--- config.mk ---
export PLATFORM = sky130hd
export DESIGN_NAME = rx_buf_wr_ctrl_flat
export DESIGN_NICKNAME = d
export VERILOG_FILES = /design/src/rtl/rx_buf_pkg.sv /design/src/rtl/rx_buf_wr_ctrl_if.sv /design/src/rtl/rx_ptr_counter.sv /design/src/rtl/rx_buf_wr_ctrl.sv /design/src/flat_wrapper.sv
export SDC_FILE = /design/constraint.sdc
export NUM_CORES = 1
export LEC_CHECK = 0
export CAP_MARGIN = 20
export CELL_PAD_IN_SITES_DETAIL_PLACEMENT = 1
export CELL_PAD_IN_SITES_GLOBAL_PLACEMENT = 1
export CORE_MARGIN = 5
export CORE_UTILIZATION = 40
export CTS_CLUSTER_SIZE = 28
export DETAILED_ROUTE_END_ITERATION = 16
export PLACE_DENSITY_LB_ADDON = 0.3
export SLEW_MARGIN = 20
export SYNTH_ARGS = -nofsm -noshare
export SYNTH_HDL_FRONTEND = slang
export SYNTH_SLANG_ARGS = --single-unit
export TNS_END_PERCENT = 20
--- constraint.sdc ---
create_clock -name clk -period 3.59 [get_ports clk]
set_input_delay 1.077 -clock clk [delete_from_list [all_inputs] [get_ports clk]]
set_output_delay 1.077 -clock clk [all_outputs]
set_load 0.005 [all_outputs]
--- src/rtl/rx_buf_pkg.sv ---
`default_nettype none
// ==== rx_buf_pkg : shared types and defaults for the receive-buffer writer | rev 1.0 ====
package rx_buf_pkg;

  localparam int c_def_addr_w = 6;
  localparam int c_def_data_w = 8;

  typedef enum logic [1:0] {
    IDLE     = 2'd0,
    RECV     = 2'd1,
    COMMIT   = 2'd2,
    ROLLBACK = 2'd3
  } state_t;

  typedef logic [c_def_addr_w:0] ptr_t;

endpackage
`default_nettype wire

--- src/rtl/rx_buf_wr_ctrl_if.sv ---
`default_nettype none
// ==== rx_buf_wr_ctrl_if : byte-stream input and buffer-write output bundle | rev 1.0 ====
interface rx_buf_wr_ctrl_if
  import rx_buf_pkg::*;
#(
  parameter int ADDR_W = c_def_addr_w,
  parameter int DATA_W = c_def_data_w
);

  logic              pkt_start;
  logic              byte_valid;
  logic [DATA_W-1:0] byte_data;
  logic              pkt_end;
  logic              pkt_error;
  logic [ADDR_W:0]   rd_ptr;

  logic              wr_en;
  logic [ADDR_W-1:0] wr_addr;
  logic [DATA_W-1:0] wr_data;
  logic [ADDR_W:0]   commit_ptr;
  logic [ADDR_W:0]   pkt_len;
  logic              pkt_done;
  logic              pkt_drop;
  logic              overflow;
  logic              ready;

  modport master (
    output pkt_start, byte_valid, byte_data, pkt_end, pkt_error, rd_ptr,
    input  wr_en, wr_addr, wr_data, commit_ptr, pkt_len, pkt_done, pkt_drop, overflow, ready
  );

  modport slave (
    input  pkt_start, byte_valid, byte_data, pkt_end, pkt_error, rd_ptr,
    output wr_en, wr_addr, wr_data, commit_ptr, pkt_len, pkt_done, pkt_drop, overflow, ready
  );

endinterface
`default_nettype wire

--- src/rtl/rx_ptr_counter.sv ---
`default_nettype none
// ==== rx_ptr_counter : wrap-bit address counter with load-over-increment | rev 1.0 ====
module rx_ptr_counter #(
  parameter int ADDR_W = 6
) (
  input  wire logic              clk,
  input  wire logic              n_rst,
  input  wire logic              inc,
  input  wire logic              load,
  input  wire logic [ADDR_W:0]   load_val,
  output logic      [ADDR_W:0]   ptr
);

  localparam logic [ADDR_W:0] c_one = {{ADDR_W{1'b0}}, 1'b1};

  logic [ADDR_W:0] r_ptr;

  always_ff @(posedge clk or negedge n_rst) begin
    if (!n_rst) begin
      r_ptr <= '0;
    end else if (load) begin
      r_ptr <= load_val;
    end else if (inc) begin
      r_ptr <= r_ptr + c_one;
    end
  end

  assign ptr = r_ptr;

endmodule
`default_nettype wire

--- src/rtl/rx_buf_wr_ctrl.sv ---
`default_nettype none
// ==== rx_buf_wr_ctrl : speculative circular-buffer writer, commits whole good packets | rev 1.0 ====
module rx_buf_wr_ctrl
  import rx_buf_pkg::*;
#(
  parameter int ADDR_W = c_def_addr_w,
  parameter int DATA_W = c_def_data_w
) (
  input wire logic        clk,
  input wire logic        n_rst,
  rx_buf_wr_ctrl_if.slave bus
);

  localparam logic [ADDR_W:0] c_depth = {1'b1, {ADDR_W{1'b0}}};

  state_t            r_state;
  logic [ADDR_W:0]   r_len;
  logic              r_wr_en;
  logic [ADDR_W-1:0] r_wr_addr;
  logic [DATA_W-1:0] r_wr_data;
  logic [ADDR_W:0]   r_commit_ptr;
  logic [ADDR_W:0]   r_pkt_len;
  logic              r_pkt_done;
  logic              r_pkt_drop;
  logic              r_overflow;
  logic              r_ready;

  logic [ADDR_W:0]   w_wr_cur;
  logic [ADDR_W:0]   w_ptr_diff;
  logic [ADDR_W:0]   w_len_next;
  logic              w_full;
  logic              w_accept;
  logic              w_load;

  // Occupancy includes the uncommitted bytes of the packet in flight.
  assign w_ptr_diff = w_wr_cur - bus.rd_ptr;
  assign w_full     = (w_ptr_diff == c_depth);
  assign w_accept   = (r_state == RECV) && bus.byte_valid && !bus.pkt_error
                      && !bus.pkt_start && !w_full;
  assign w_load     = (r_state == ROLLBACK);
  assign w_len_next = r_len + {{ADDR_W{1'b0}}, w_accept};

  rx_ptr_counter #(
    .ADDR_W (ADDR_W)
  ) u_wr_cur (
    .clk      (clk),
    .n_rst    (n_rst),
    .inc      (w_accept),
    .load     (w_load),
    .load_val (r_commit_ptr),
    .ptr      (w_wr_cur)
  );

  always_ff @(posedge clk or negedge n_rst) begin
    if (!n_rst) begin
      r_state      <= IDLE;
      r_len        <= '0;
      r_wr_en      <= 1'b0;
      r_wr_addr    <= '0;
      r_wr_data    <= '0;
      r_commit_ptr <= '0;
      r_pkt_len    <= '0;
      r_pkt_done   <= 1'b0;
      r_pkt_drop   <= 1'b0;
      r_overflow   <= 1'b0;
      r_ready      <= 1'b0;
    end else begin
      r_wr_en    <= w_accept;
      r_pkt_done <= 1'b0;
      r_pkt_drop <= 1'b0;
      r_overflow <= 1'b0;
      if (w_accept) begin
        r_wr_addr <= w_wr_cur[ADDR_W-1:0];
        r_wr_data <= bus.byte_data;
        r_len     <= w_len_next;
      end
      case (r_state)
        IDLE: begin
          if (bus.pkt_start) begin
            r_state <= RECV;
            r_len   <= '0;
            r_ready <= 1'b0;
          end else begin
            r_ready <= 1'b1;
          end
        end
        RECV: begin
          r_ready <= 1'b0;
          if (bus.pkt_error || bus.pkt_start) begin
            r_state <= ROLLBACK;
          end else if (bus.byte_valid && w_full) begin
            r_overflow <= 1'b1;
            r_state    <= ROLLBACK;
          end else if (bus.pkt_end) begin
            r_state <= (w_len_next != '0) ? COMMIT : ROLLBACK;
          end
        end
        COMMIT: begin
          r_commit_ptr <= w_wr_cur;
          r_pkt_len    <= r_len;
          r_pkt_done   <= 1'b1;
          r_ready      <= 1'b1;
          r_state      <= IDLE;
        end
        ROLLBACK: begin
          r_pkt_drop <= 1'b1;
          r_ready    <= 1'b1;
          r_state    <= IDLE;
        end
        default: r_state <= IDLE;
      endcase
    end
  end

  assign bus.wr_en      = r_wr_en;
  assign bus.wr_addr    = r_wr_addr;
  assign bus.wr_data    = r_wr_data;
  assign bus.commit_ptr = r_commit_ptr;
  assign bus.pkt_len    = r_pkt_len;
  assign bus.pkt_done   = r_pkt_done;
  assign bus.pkt_drop   = r_pkt_drop;
  assign bus.overflow   = r_overflow;
  assign bus.ready      = r_ready;

endmodule
`default_nettype wire
--- src/flat_wrapper.sv ---
// flat-port wrapper written by rule: the top's interface ports become plain ports
module rx_buf_wr_ctrl_flat import rx_buf_pkg::*;
#(
  parameter int ADDR_W = c_def_addr_w,
  parameter int DATA_W = c_def_data_w
)
  (clk, n_rst, bus_pkt_start, bus_byte_valid, bus_byte_data, bus_pkt_end, bus_pkt_error, bus_rd_ptr, bus_wr_en, bus_wr_addr, bus_wr_data, bus_commit_ptr, bus_pkt_len, bus_pkt_done, bus_pkt_drop, bus_overflow, bus_ready);
  rx_buf_wr_ctrl_if #(.ADDR_W(ADDR_W), .DATA_W(DATA_W)) bus_i ();
  input wire logic clk;
  input wire logic n_rst;
  input wire logic [$bits(bus_i.pkt_start)-1:0] bus_pkt_start;
  input wire logic [$bits(bus_i.byte_valid)-1:0] bus_byte_valid;
  input wire logic [$bits(bus_i.byte_data)-1:0] bus_byte_data;
  input wire logic [$bits(bus_i.pkt_end)-1:0] bus_pkt_end;
  input wire logic [$bits(bus_i.pkt_error)-1:0] bus_pkt_error;
  input wire logic [$bits(bus_i.rd_ptr)-1:0] bus_rd_ptr;
  output wire logic [$bits(bus_i.wr_en)-1:0] bus_wr_en;
  output wire logic [$bits(bus_i.wr_addr)-1:0] bus_wr_addr;
  output wire logic [$bits(bus_i.wr_data)-1:0] bus_wr_data;
  output wire logic [$bits(bus_i.commit_ptr)-1:0] bus_commit_ptr;
  output wire logic [$bits(bus_i.pkt_len)-1:0] bus_pkt_len;
  output wire logic [$bits(bus_i.pkt_done)-1:0] bus_pkt_done;
  output wire logic [$bits(bus_i.pkt_drop)-1:0] bus_pkt_drop;
  output wire logic [$bits(bus_i.overflow)-1:0] bus_overflow;
  output wire logic [$bits(bus_i.ready)-1:0] bus_ready;
  assign bus_i.pkt_start = bus_pkt_start;
  assign bus_i.byte_valid = bus_byte_valid;
  assign bus_i.byte_data = bus_byte_data;
  assign bus_i.pkt_end = bus_pkt_end;
  assign bus_i.pkt_error = bus_pkt_error;
  assign bus_i.rd_ptr = bus_rd_ptr;
  assign bus_wr_en = bus_i.wr_en;
  assign bus_wr_addr = bus_i.wr_addr;
  assign bus_wr_data = bus_i.wr_data;
  assign bus_commit_ptr = bus_i.commit_ptr;
  assign bus_pkt_len = bus_i.pkt_len;
  assign bus_pkt_done = bus_i.pkt_done;
  assign bus_pkt_drop = bus_i.pkt_drop;
  assign bus_overflow = bus_i.overflow;
  assign bus_ready = bus_i.ready;
  rx_buf_wr_ctrl #(.ADDR_W(ADDR_W), .DATA_W(DATA_W)) u_core (.clk(clk), .n_rst(n_rst), .bus(bus_i));
endmodule
# Word-level counts from Yosys, hierarchy flattened
# Cells that the tools add are included.
# totals
register_bits,49
latch_bits,0
ramBits,0
rom_bits,0
inputBits,21
n_memories,0
# op_classes
addsub,3
mul,0
div,0
n_lt_le_gt_ge,0
eq_ne,6
n_shift,0
n_mux,18
n_bitwise,0
n_reduce_logical,14
# op_table
op,n
$mux W7,5
$mux W2,4
$add A7 B1 Y7,1
$add A7 B1 Y7 const B,1
$eq A7 B7 Y1 const B,1
$mux W1,7
$reduce_bool A7 Y1,1
$sub A7 B7 Y7,1
$pmux W2 S3,1
$logic_and A1 B1 Y1,5
$eq A2 B2 Y1 const B,2
$ne A4 B4 Y1 const B,1
$logic_not A1 Y1,3
$pmux W1 S3,1
$eq A2 B1 Y1 const B,1
$logic_not A2 Y1,1
$ne A2 B2 Y1 const B,1
$reduce_and A2 Y1,1
$reduce_bool A2 Y1,1
$reduce_or A2 Y1,1
$logic_or A1 B1 Y1,1

# Logic depth before layout (Yosys ltp)
# logic_depth
ltp_word,12
mapped_depth,19

# Cells and area by module
# From an unflattened synthesis, not the netlist that was laid out.
# hier_totals
hier_cells,211
area_unflattened_um2,2362.3
# by_module_without_submodules
module,n_inst,cells_per_inst,area_each_um2
rx_buf_wr_ctrl,1,173,2011.9
rx_ptr_counter,1,38,350.3

# Worst setup path after synthesis
# Ideal clock, no wire load.
# synth_timing
path_type,input -> register
from,input bus_rd_ptr[3]
to,register u_core.r_state[0]
t_arrival_ps,3917
t_required_ps,3512
path_slack_ps,-405
stages,18
path_buffers,3
cell_sequence,inv_1 -> ha_1 -> inv_1 -> o21ai_0 -> a2111oi_2 -> and4b_1 -> buf_6 -> nand2b_4 -> buf_6 -> buf_12 -> inv_1 -> ha_1 -> ha_1 -> nor3_1 -> a31oi_1 -> o41ai_1 -> a21oi_1 -> o2bb2ai_1
# synth_between
elab_chain_cells,11
word_cells_on_any_way,14
# synth_rtl
item,line_no,text
"start, declared",flat_wrapper.sv:16,input wire logic [$bits(bus_i.rd_ptr)-1:0] bus_rd_ptr;
$sub A7 B7 Y7,rx_buf_wr_ctrl.sv:36,assign w_ptr_diff = w_wr_cur - bus.rd_ptr;
$eq A7 B7 Y1,rx_buf_wr_ctrl.sv:37,assign w_full = (w_ptr_diff == c_depth);
$logic_not A1 Y1,rx_buf_wr_ctrl.sv:39,&& !bus.pkt_start && !w_full;
$logic_and A1 B1 Y1,rx_buf_wr_ctrl.sv:39,
named net u_core.u_wr_cur.inc,rx_ptr_counter.sv:8,"input wire logic inc,"
$add A7 B1 Y7,rx_buf_wr_ctrl.sv:41,"assign w_len_next = r_len + {{ADDR_W{1'b0}}, w_accept};"
$reduce_bool A7 Y1,rx_buf_wr_ctrl.sv:95,r_state <= (w_len_next != '0) ? COMMIT : ROLLBACK;
$mux W1,rx_buf_wr_ctrl.sv:95,
$mux W2,rx_buf_wr_ctrl.sv:94,end else if (bus.pkt_end) begin
$mux W2,rx_buf_wr_ctrl.sv:91,end else if (bus.byte_valid && w_full) begin
$mux W2,rx_buf_wr_ctrl.sv:89,if (bus.pkt_error || bus.pkt_start) begin
$pmux W2 S3,rx_buf_wr_ctrl.sv:77,case (r_state)
"end signal, assigned",rx_buf_wr_ctrl.sv:95,
"end, declared",rx_buf_wr_ctrl.sv:16,state_t r_state;
# The timed path passes the listed nets, and every way through them passes these cells. The select of a mux whose other input is x is not followed.
# A chain may end at the register's enable or synchronous reset.

# Worst setup path after layout
# layout_timing
from,input bus_rd_ptr[1]
to,register u_core.r_state[0]
# The elaborated chain is that of the path after synthesis.

==> flow_metrics.tcl <==
set metrics [dict create \
    status "finished, final reports clean" \
    overflow 0 \
    cts_inserted_buffers 5 \
    worstRegToRegCells 14 \
    yosysSeqAreaShare_pct 47.8 \
    core_area_sq_um 6280 \
    ys_ff_latch 49 \
    dieArea_sq_um 8110 \
    setup_viol 0 \
    grtUsageTotal_pct 17.0 \
    initial_core_util_pct 40.9 \
    io_pins 54 \
    ir_worst_vdd_mv 0.385 \
    hold_start "u_core.bus.wr_addr[0]" \
    holdPathStages 1 \
    first_pass_iters 4 \
    crit_fanout 4 \
    htree_num_levels 2 \
    cp-end-kind "flop" \
    cp-start-kind "primary input" \
    grt_pass1_wl_mm 11.5 \
    fin_skew_ns 0.0125 \
    design_area_sq_um 3490 \
    period_needed_ns 3.50 \
    fin_crit_sh_pct 97.6 \
    die_w_microns 90.1 \
    wirelength_mm 6.72 \
    layout-drive-gt1-share_pct 29.8 \
    p_per_area_nw_per_um2 667 \
    relSlewSlack_pct 42.9 \
    r2r_slack_ns 0.48 \
    place_hpwl_mm 4.88 \
    hold_path_class "flop to flop" \
    grt_pass1_vias 2236 \
    yosys_warnings 0 \
    synth_flop_cell "dfrtp_1" \
    vias 2083 \
    place_congestion 0.815 \
    grt_start_max_net_pins 27 \
    clock_latency_ns 0.30 \
    crit_type "primary input to flop" \
    drtIter0Drc 103 \
    viasPerCell 5.50 \
    post-route-drc-count 0 \
    final.setup.worst_slack_ns 0.0862 \
    p_leak_nw 1.55 \
    antenna_found_initial 0 \
    async_reset_ff_share_pct 100 \
    wire_per_inst_microns 17.7 \
    fmax_mhz 285 \
    netlist_area_sq_um 2560 \
    nets 331 \
    required_ns 3.82 \
    tns_ns 0 \
    synth-edff-count 0 \
    syn_inst 236 \
    finalHoldViolations 0 \
    rows 29 \
    cts_sinks 49 \
    num_antenna_cells 0 \
    cap_viol_max_count 0 \
    dieHeight_microns 90.1 \
    holdPathEnd "u_core.bus.wr_addr[0]" \
    place_area_sq_um 3330 \
    worst_r2r_endpoint "u_core.r_state[0]" \
    dpl_worst_slack_ns -0.558 \
    finalPower_w 0.00233 \
    r2r_start "u_core.u_wr_cur.ptr[4]" \
    cts_tree "built" \
    syn_nets 266 \
    cts_max_path_buffers 2 \
    ant_nets 0 \
    areaGrowthSynthToFinish_pct 36.1 \
    nFillCells 667 \
    syn_avg_cell_area_sq_um 10.9 \
    numPortBuffers 53 \
    ys_types 50 \
    clk_pin_slew_worst_paths_ns 0.10 \
    crit_arrival_ns 3.73 \
    worstMarginPinSlew_ns 0.857 \
    finalMaxSlewViolations 0 \
    clockRootBuffer "clkbuf_8" \
]
## state kept, by name, summed over array words and instances, names as in the netlist, 2 cells and up
register,cells
u_core.u_wr_cur.ptr,7
u_core.bus.wr_data,8
u_core.bus.commit_ptr,7
u_core.r_state,2
u_core.bus.wr_addr,6
u_core.bus.pkt_len,7
u_core.r_len,7
## metrics by stage
step / utilization [%] / std cells / hold WS (ns)
detailed placement: 53.0 / 369 / 0.483
global placement: 53.0 / 369 / 0.466
global route: 55.6 / 379 / 0.523
floorplan: - / 236 / 0.474
CTS: 54.9 / 378 / 0.507
finish: 55.6 / 379 / 0.500
## repair_timing
item                                    4_1_cts  5_1_grt
hold endpoints to repair                      0        0
buffers inserted                              1        1
endpoints found under the setup margin        3        1
pin swaps                                    10       15
gates resized for setup                      16       13
hold buffers                                  0        0
## per-layer routing
layer	wire length [microns]	GRT usage [%]	vias up	part of all wire, %
met3	247	3.51	8	3.7
met4	87	4.71	0	1.3
met1	3020	22.0	1058	45
li1	-	-	971	-
met2	3360	28.7	46	50
met5	0	0	-	0
## power breakdown
| group | total, W | leakage (nW) | switching [W] | internal [W] |
|---|---|---|---|---|
| Sequential | 0.000910 | 0.628 | 0.000172 | 0.000737 |
| Combinational | 0.00108 | 0.885 | 0.000456 | 0.000628 |
| Clock | 0.000336 | 0.0364 | 0.000199 | 0.000137 |
| Total | 0.00233 | 1.55 | 0.000828 | 0.00150 |
## cell families (layout without fill, tap and decap cells)
kind of cell / Yosys count / after routing / synth area share [%]
and+or+nand+nor: 76 / 76 / 16.1
DFF: 49 / 49 / 47.8
AOI/OAI and AO/OA: 45 / 45 / 12.7
muxes: 28 / 28 / 12.8
buffers and inverters: 26 / 92 / 5.17
adders and majority gates: 9 / 9 / 4.39
xor gates and xnor gates: 3 / 3 / 1.02
## critical path: stages
cell	delay [ns]
dlygate4sd2_1	0.22
inv_2	0.05
ha_4	0.28
nand2b_4	0.06
a2111oi_4	0.35
nor3_2	0.09
and4b_1	0.29
nand2b_4	0.16
inv_6	0.04
ha_4	0.17
a211o_1	0.26
a21oi_2	0.14
a21oi_2	0.04
o41ai_2	0.32
a21oi_1	0.07
o2bb2ai_1	0.13
## layout by cell type (no fill, tap or decap), types with 3 or more instances in the layout
master	instances
nand2b_1	3
dlygate4sd2_1	3
clkinvlp_4	3
nand4_1	4
nand3_1	7
and3_1	4
a21oi_1	7
and2_1	3
a211o_1	5
o21ai_0	6
ha_4	7
inv_1	5
nor3_1	4
mux2_2	22
nand2_1	19
clkdlybuf4s50_1	45
buf_4	17
clkbuf_8	5
o211ai_1	4
a31oi_1	3
or2_2	4
nor2_1	9
dfrtp_1	49
inv_2	4
mux2_4	4
## synthesized netlist by cell type, drive strengths merged, types with 3 or more instances
library cell	count	area, sq um
clkbuf	5	18.8
and2	3	18.8
nor2b	3	18.8
or2	4	25.0
o21ai	8	40.0
buf	7	61.3
and3	4	25.0
nand2b	5	46.3
inv	13	48.8
mux2	27	319
nand4	4	25.0
nor2	10	37.5
a21oi	10	50.1
a211o	5	43.8
dfrtp	49	1230
o211ai	4	30.0
nor3	6	30.0
nand3	7	35.0
a31oi	3	18.8
ha	9	113
nand2	21	81.3
## worst max-delay path by stage
stage,slack [ns],start,endpoint
floorplan,-0.06,bus_rd_ptr[5],u_core.r_state[0]
global placement,-0.43,bus_rd_ptr[5],u_core.r_state[0]
detailed placement,-0.56,bus_rd_ptr[5],u_core.r_state[0]
CTS,0.009,bus_rd_ptr[5],u_core.r_state[0]
global route,-0.07,bus_rd_ptr[1],u_core.r_state[0]
finish,0.09,bus_rd_ptr[1],u_core.r_state[0]
## area by class of cell
type,count,area [sq um],share of cell area (%)
Inverter,14,70.1,2.01
Tap cell,77,96.3,2.76
Multi-Input combinational cell,161,1370,39.1
Clock inverter,3,22.5,0.645
Clock buffer,5,68.8,1.97
Sequential cell,49,1230,35.1
Timing Repair Buffer,70,642,18.4
Power figures use the tool's default switching activity.
